`src/rtl/pcie_msi_arb.sv`:
```
// Purpose: MSI generator; captures up to 32 interrupt sources (edge or level), masks and
//          round-robin arbitrates them, and folds them onto the host-granted vector count.
// Latency: irq change -> irq_pending after 1 edge -> app_msi_req after the next edge.
// Backpressure: app_msi_req/app_msi_num are held until app_msi_ack; new events keep pending.
//
// Ports:
//   clk, reset            clock, asynchronous active-high reset
//   irq, irq_mask         source lines (synchronous to clk), per-source mask (1 = masked)
//   msi_enable, msi_mme   config-space MSI Enable and Multiple Message Enable
//   app_msi_*             hard IP MSI request/number/traffic-class/acknowledge
//   app_int_sts/ack       legacy INTx, status tied low, ack ignored
//   irq_pending           pending bits for status/debug
//
// Optional build macro: PCIE_MSI_ARB_HOLDOFF_EN enforces HOLDOFF_CYCLES of request-low time
// after each acknowledge.

module pcie_msi_arb #(
    parameter int          N_IRQ          = 8,
    parameter logic [31:0] IRQ_LEVEL      = 32'h0,
    parameter logic [2:0]  MSI_TC         = 3'd0,
    parameter int          HOLDOFF_CYCLES = 16
) (
    input  logic             clk,
    input  logic             reset,
    input  logic [N_IRQ-1:0] irq,
    input  logic [N_IRQ-1:0] irq_mask,
    input  logic             msi_enable,
    input  logic [2:0]       msi_mme,
    output logic             app_msi_req,
    output logic [4:0]       app_msi_num,
    output logic [2:0]       app_msi_tc,
    input  logic             app_msi_ack,
    output logic             app_int_sts,
    input  logic             app_int_ack,
    output logic [N_IRQ-1:0] irq_pending
);

    localparam int PW = (N_IRQ > 1) ? $clog2(N_IRQ) : 1;
    localparam logic [N_IRQ-1:0] LVL = IRQ_LEVEL[N_IRQ-1:0];

`ifdef PCIE_MSI_ARB_HOLDOFF_EN
    localparam int CW = (HOLDOFF_CYCLES > 1) ? $clog2(HOLDOFF_CYCLES) : 1;
    localparam logic [CW-1:0] HOLD_LOAD = (HOLDOFF_CYCLES > 0) ? CW'(HOLDOFF_CYCLES - 1) : '0;

    typedef enum logic [1:0] {
        ST_IDLE    = 2'd0,
        ST_REQ     = 2'd1,
        ST_HOLDOFF = 2'd2
    } state_t;

    logic [CW-1:0] cnt_q, cnt_d;
`else
    localparam int HOLDOFF_UNUSED = HOLDOFF_CYCLES;

    typedef enum logic [1:0] {
        ST_IDLE = 2'd0,
        ST_REQ  = 2'd1
    } state_t;
`endif

    state_t           state_q, state_d;
    logic [N_IRQ-1:0] irq_q, irq_d;
    logic [N_IRQ-1:0] pending_q, pending_d;
    logic             req_q, req_d;
    logic [4:0]       num_q, num_d;
    logic [PW-1:0]    ptr_q, ptr_d;

    logic [N_IRQ-1:0] set_v;
    logic [N_IRQ-1:0] clr_v;
    logic [N_IRQ-1:0] eligible;
    logic [2:0]       mme_eff;
    logic [5:0]       alloc;
    logic [4:0]       vec [N_IRQ];
    logic             found;
    logic [PW-1:0]    win;
    logic             can_issue;
    int               idx;

    logic unused_int_ack;
    assign unused_int_ack = app_int_ack;

    assign app_msi_req = req_q;
    assign app_msi_num = num_q;
    assign app_msi_tc  = MSI_TC;
    assign app_int_sts = 1'b0;
    assign irq_pending = pending_q;

    // Vector folding: sources beyond the granted count share the top granted vector.
    always_comb begin
        mme_eff = (msi_mme > 3'd5) ? 3'd5 : msi_mme;
        alloc   = 6'd1 << mme_eff;
        for (int i = 0; i < N_IRQ; i++) begin
            if (i < int'(alloc)) vec[i] = 5'(i);
            else                 vec[i] = 5'(alloc - 6'd1);
        end
    end

    // Capture and eligibility.
    always_comb begin
        irq_d    = irq;
        set_v    = (irq & LVL) | (irq & ~irq_q & ~LVL);
        eligible = pending_q & ~irq_mask & {N_IRQ{msi_enable}};
    end

    // Round-robin search starting at the pointer.
    always_comb begin
        found = 1'b0;
        win   = '0;
        idx   = 0;
        for (int k = 0; k < N_IRQ; k++) begin
            idx = int'(ptr_q) + k;
            if (idx >= N_IRQ) idx = idx - N_IRQ;
            if (!found && eligible[PW'(idx)]) begin
                found = 1'b1;
                win   = PW'(idx);
            end
        end
    end

    always_comb begin
        state_d = state_q;
        req_d   = req_q;
        num_d   = num_q;
        ptr_d   = ptr_q;
        clr_v   = '0;
`ifdef PCIE_MSI_ARB_HOLDOFF_EN
        cnt_d     = cnt_q;
        // The final holdoff cycle also acts as the idle decision cycle, so the request
        // line stays low for exactly HOLDOFF_CYCLES cycles after an ack.
        can_issue = (state_q == ST_IDLE) || ((state_q == ST_HOLDOFF) && (cnt_q == '0));
`else
        can_issue = (state_q == ST_IDLE);
`endif

        case (state_q)
            ST_REQ: begin
                if (app_msi_ack) begin
                    // Clear every source folded onto the vector just acknowledged,
                    // evaluated with the mapping in force now.
                    for (int i = 0; i < N_IRQ; i++) begin
                        clr_v[i] = (vec[i] == num_q);
                    end
                    req_d = 1'b0;
`ifdef PCIE_MSI_ARB_HOLDOFF_EN
                    if (HOLDOFF_CYCLES > 0) begin
                        state_d = ST_HOLDOFF;
                        cnt_d   = HOLD_LOAD;
                    end else begin
                        state_d = ST_IDLE;
                    end
`else
                    state_d = ST_IDLE;
`endif
                end
            end
`ifdef PCIE_MSI_ARB_HOLDOFF_EN
            ST_HOLDOFF: begin
                if (cnt_q != '0) cnt_d = cnt_q - CW'(1);
                else             state_d = ST_IDLE;
            end
`endif
            default: ;
        endcase

        if (can_issue && found) begin
            req_d   = 1'b1;
            num_d   = vec[win];
            state_d = ST_REQ;
            if (int'(win) == N_IRQ - 1) ptr_d = '0;
            else                        ptr_d = win + PW'(1);
        end

        // A new event in the same cycle as its clear wins, so nothing is lost.
        pending_d = set_v | (pending_q & ~clr_v);
    end

    always_ff @(posedge clk or posedge reset) begin
        if (reset) begin
            state_q   <= ST_IDLE;
            irq_q     <= '0;
            pending_q <= '0;
            req_q     <= 1'b0;
            num_q     <= '0;
            ptr_q     <= '0;
`ifdef PCIE_MSI_ARB_HOLDOFF_EN
            cnt_q     <= '0;
`endif
        end else begin
            state_q   <= state_d;
            irq_q     <= irq_d;
            pending_q <= pending_d;
            req_q     <= req_d;
            num_q     <= num_d;
            ptr_q     <= ptr_d;
`ifdef PCIE_MSI_ARB_HOLDOFF_EN
            cnt_q     <= cnt_d;
`endif
        end
    end

endmodule

```
`config.mk`:
```
export PLATFORM = sky130hd
export DESIGN_NAME = pcie_msi_arb
export DESIGN_NICKNAME = d
export VERILOG_FILES = /design/src/rtl/pcie_msi_arb.sv
export SDC_FILE = /design/constraint.sdc
export NUM_CORES = 1
export LEC_CHECK = 0
export ABC_AREA = 1
export BUFFER_PORTS_ARGS = -buffer_cell sky130_fd_sc_hd__buf_4
export CORE_MARGIN = 1
export CORE_UTILIZATION = 49
export DETAILED_ROUTE_END_ITERATION = 10
export PLACE_DENSITY_LB_ADDON = 0.1
export SYNTH_ARGS = -nofsm -noshare
export SYNTH_HDL_FRONTEND = slang
export SYNTH_SLANG_ARGS = --single-unit
export TNS_END_PERCENT = 20
```
`constraint.sdc`:
```
create_clock -name clk -period 2.7 [get_ports clk]
set_clock_uncertainty 0.1 [all_clocks]
set_input_delay 0.135 -clock clk [delete_from_list [all_inputs] [get_ports clk]]
set_output_delay 0.135 -clock clk [all_outputs]
set_load 0.02 [all_outputs]
```
==> impl_metrics.env <==
export IMPL_layout_cells_non_filler=377
export IMPL_io_pins=42
export IMPL_clk_path_buf_depth=2
export IMPL_multi_input_area_um2=1220
export IMPL_synth_commonest_cells="nand2_1 (56), nand3_1 (39), inv_1 (37)"
export IMPL_synthArstFlopShare_pct=100
export IMPL_grt_pass1_vias=1695
export IMPL_track_usage_pct=23.5
export IMPL_drive_above_1_share_pct=32.5
export IMPL_wl_per_cell_um=12.9
export IMPL_status="finished, violations left"
export IMPL_syn_avg_cell_area_um2=7.14
export IMPL_rr_worst_depth=16
export IMPL_max_freq_ghz=0.380
export IMPL_die_area_um2=4250
export IMPL_antenna_left=0
export IMPL_required_ns=2.76
export IMPL_place_ws_ns=0.0782
export IMPL_worstMarginPinSlew_ns=0.941
export IMPL_post_place_cells=357
export IMPL_hold_slack_ns=-0.0350
export IMPL_h_tree_depth=1
export IMPL_cp_arrival_ns=2.69
export IMPL_grt_pass1_wl_mm=7.67
export IMPL_drtIter0Drc=66
export IMPL_synth_edf_count=0
export IMPL_clk_latency_ns=0.27
export IMPL_yosysSeqAreaShare_pct=32.0
export IMPL_max_slew_margin_pct=37.2
export IMPL_use_met2_pct=42.1
export IMPL_fill_cells=338
export IMPL_drtPass1Iterations=4
export IMPL_synth_area_top_cells="dfrtp_1 (32%), nand2_1 (11%), nand3_1 (10%)"
export IMPL_ff_latch_area_um2=627
export IMPL_die_h_um=65.2
export IMPL_grt_most_used_layer="met2"
export IMPL_fin_crit_sh_pct=97.4
export IMPL_hp_class="in -> async"
export IMPL_synthToLayoutAreaGrowth_pct=31.3
export IMPL_finalHoldViolations=25
export IMPL_setup_viol=0
export IMPL_yosysUniqueCellTypes=33
export IMPL_fin_nets=357
export IMPL_vias=1935
export IMPL_worstSetupEndpoint="ptr_q[1]$_DFFE_PP0P_"
export IMPL_synth_top_area_share_pct=32.0
export IMPL_rsz0062_at_grt="yes"
export IMPL_postLayoutCoreUtil_pct=68.6
export IMPL_drv_slew=0
export IMPL_globalplace_congestion=0.859
export IMPL_failed_checks="negative hold slack"
export IMPL_grtUsageMet1_pct=29.8
export IMPL_layout_setup_ws_ns=0.0689
export IMPL_viasPerCell=5.13
export IMPL_clk_pin_slew_ns=0.09
export IMPL_worstSetupPathType="reg -> reg"
export IMPL_use_met3_pct=1.91
export IMPL_grt_overflow=0
export IMPL_cp_max_fo=6
export IMPL_rrSetupSlack_ns=0.07
export IMPL_grt_max_degree=26
export IMPL_drv_cap=0
export IMPL_antenna_found_initial=0
export IMPL_yosys_area_top_type="dfrtp_1"
export IMPL_rows=22
export IMPL_crit_path_start_kind="flip-flop"
export IMPL_syn_inst=274
export IMPL_port_buffers=36
export IMPL_coreArea_um2=3740
export IMPL_yosysMostFrequentCell="nand2_1"
export IMPL_crit_start="ptr_q[1]$_DFFE_PP0P_"
export IMPL_chipWidth_um=65.2
export IMPL_netlist_area_um2=1960
export IMPL_synth_seq_cells=25
export IMPL_cts_root_buf="clkbuf_8"
export IMPL_ys_warnings_count=0
export IMPL_diodes=0
export IMPL_reg2reg_from="ptr_q[1]$_DFFE_PP0P_"
export IMPL_worstSetupEndpointType="flip-flop"
export IMPL_cts_made_buffers=3
export IMPL_drc=0
export IMPL_dp_hpwl_mm=3.75
export IMPL_synth_main_ff_cell="dfrtp_1"
export IMPL_routed_wl_mm=4.88
export IMPL_min_period_ns=2.63
export IMPL_reg2reg_to="ptr_q[1]$_DFFE_PP0P_"
export IMPL_initial_utilization_pct=52.2
export IMPL_cts_sinks=25
export IMPL_cts_tree="built"
how the worst min path moves through the flow:
stage                                 endpoint  slack [ns]   startpoint  cells after the start
finish                      irq_q[6]$_DFF_PP0_       -0.04        reset                      2
floorplan           app_msi_num[0]$_DFFE_PP0P_        0.06        reset                      1
global route           app_msi_req$_DFFE_PP0P_        0.05  app_msi_ack                      4
global placement            irq_q[4]$_DFF_PP0_        0.15       irq[4]                      1
CTS                         irq_q[6]$_DFF_PP0_       0.003        reset                      2
detailed placement          irq_q[0]$_DFF_PP0_        0.15       irq[0]                      1
layer usage:
metal / share of wire [%] / wire (µm) / vias to the layer above
met5: 0 / 0 / -
met4: 1.9 / 95 / 0
met3: 3.7 / 182 / 11
met2: 51 / 2500 / 57
met1: 43 / 2100 / 881
li1: - / - / 986
through the flow:
step,hold WS [ns],area (µm²),TNS [ns]
after floorplan,0.0623,1980,0
after global placement,0.153,2270,0
after detailed placement,0.154,2270,0
after CTS,0.00331,2400,0
after global routing,0.0524,2570,-0.193
final,-0.0350,2570,0
kinds of logic after synthesis:
kind of cell / share of synthesized area [%]
AND/OR/NAND/NOR: 40.1
other: 0.192
flip-flops: 32.0
adder cells (fa/ha/maj): 1.92
XOR/XNOR: 4.41
AO/OA/AOI/OAI: 9.09
buffers and inverters: 12.3
flip-flops by register name, indices dropped and copies added (netlist names):
register and cells:
irq_q 8, app_msi_req 1, ptr_q 3, app_msi_num 5, irq_pending 8
critical path, cell delays in order, from the launching register on:
cell and delay [ns]:
dfrtp_1 0.44, clkinv_2 0.11, ha_4 0.29, inv_4 0.09
nand3_2 0.09, nand3_2 0.11, nand2_4 0.09, nor2_8 0.14
nand4_4 0.11, nor2_4 0.20, nand3_4 0.12, nand2_2 0.08
nor2_2 0.05, nor2_4 0.12, ha_4 0.21, nand2_1 0.06
o21ai_0 0.08
cells in the final DEF (no fill, tap or decap), types with 2 or more instances in the layout:
cell,count
clkbuf_8,3
nand2_1,52
inv_1,35
xor2_1,5
nand3_2,14
nand2_2,11
o21ai_2,2
nand3_1,33
dfrtp_1,24
nor2_2,3
nand4_1,7
ha_4,3
dlygate4sd3_1,8
nor2_1,23
conb_1,4
inv_2,5
a21oi_1,2
buf_4,50
o21ai_0,21
nor2_4,3
o21ai_1,3
cell type report:
cell class / instances / area share [%]
Multi-Input combinational cell: 200 / 47.3
Tap cell: 48 / 2.34
Sequential cell: 25 / 24.4
Timing Repair Buffer: 58 / 17.7
Clock buffer: 3 / 1.61
Inverter: 42 / 6.28
Clock inverter: 1 / 0.292
repair_timing:
action | 4_1_cts | 5_1_grt
setup buffers | 0 | 8
setup endpoints to repair | 0 | 3
hold buffers | 8 | 0
gates resized for setup | 0 | 22
endpoints found under the hold margin | 8 | 0
Power is not shown: default switching activity piles up to over one toggle a cycle in this logic, so the estimate is an artifact.
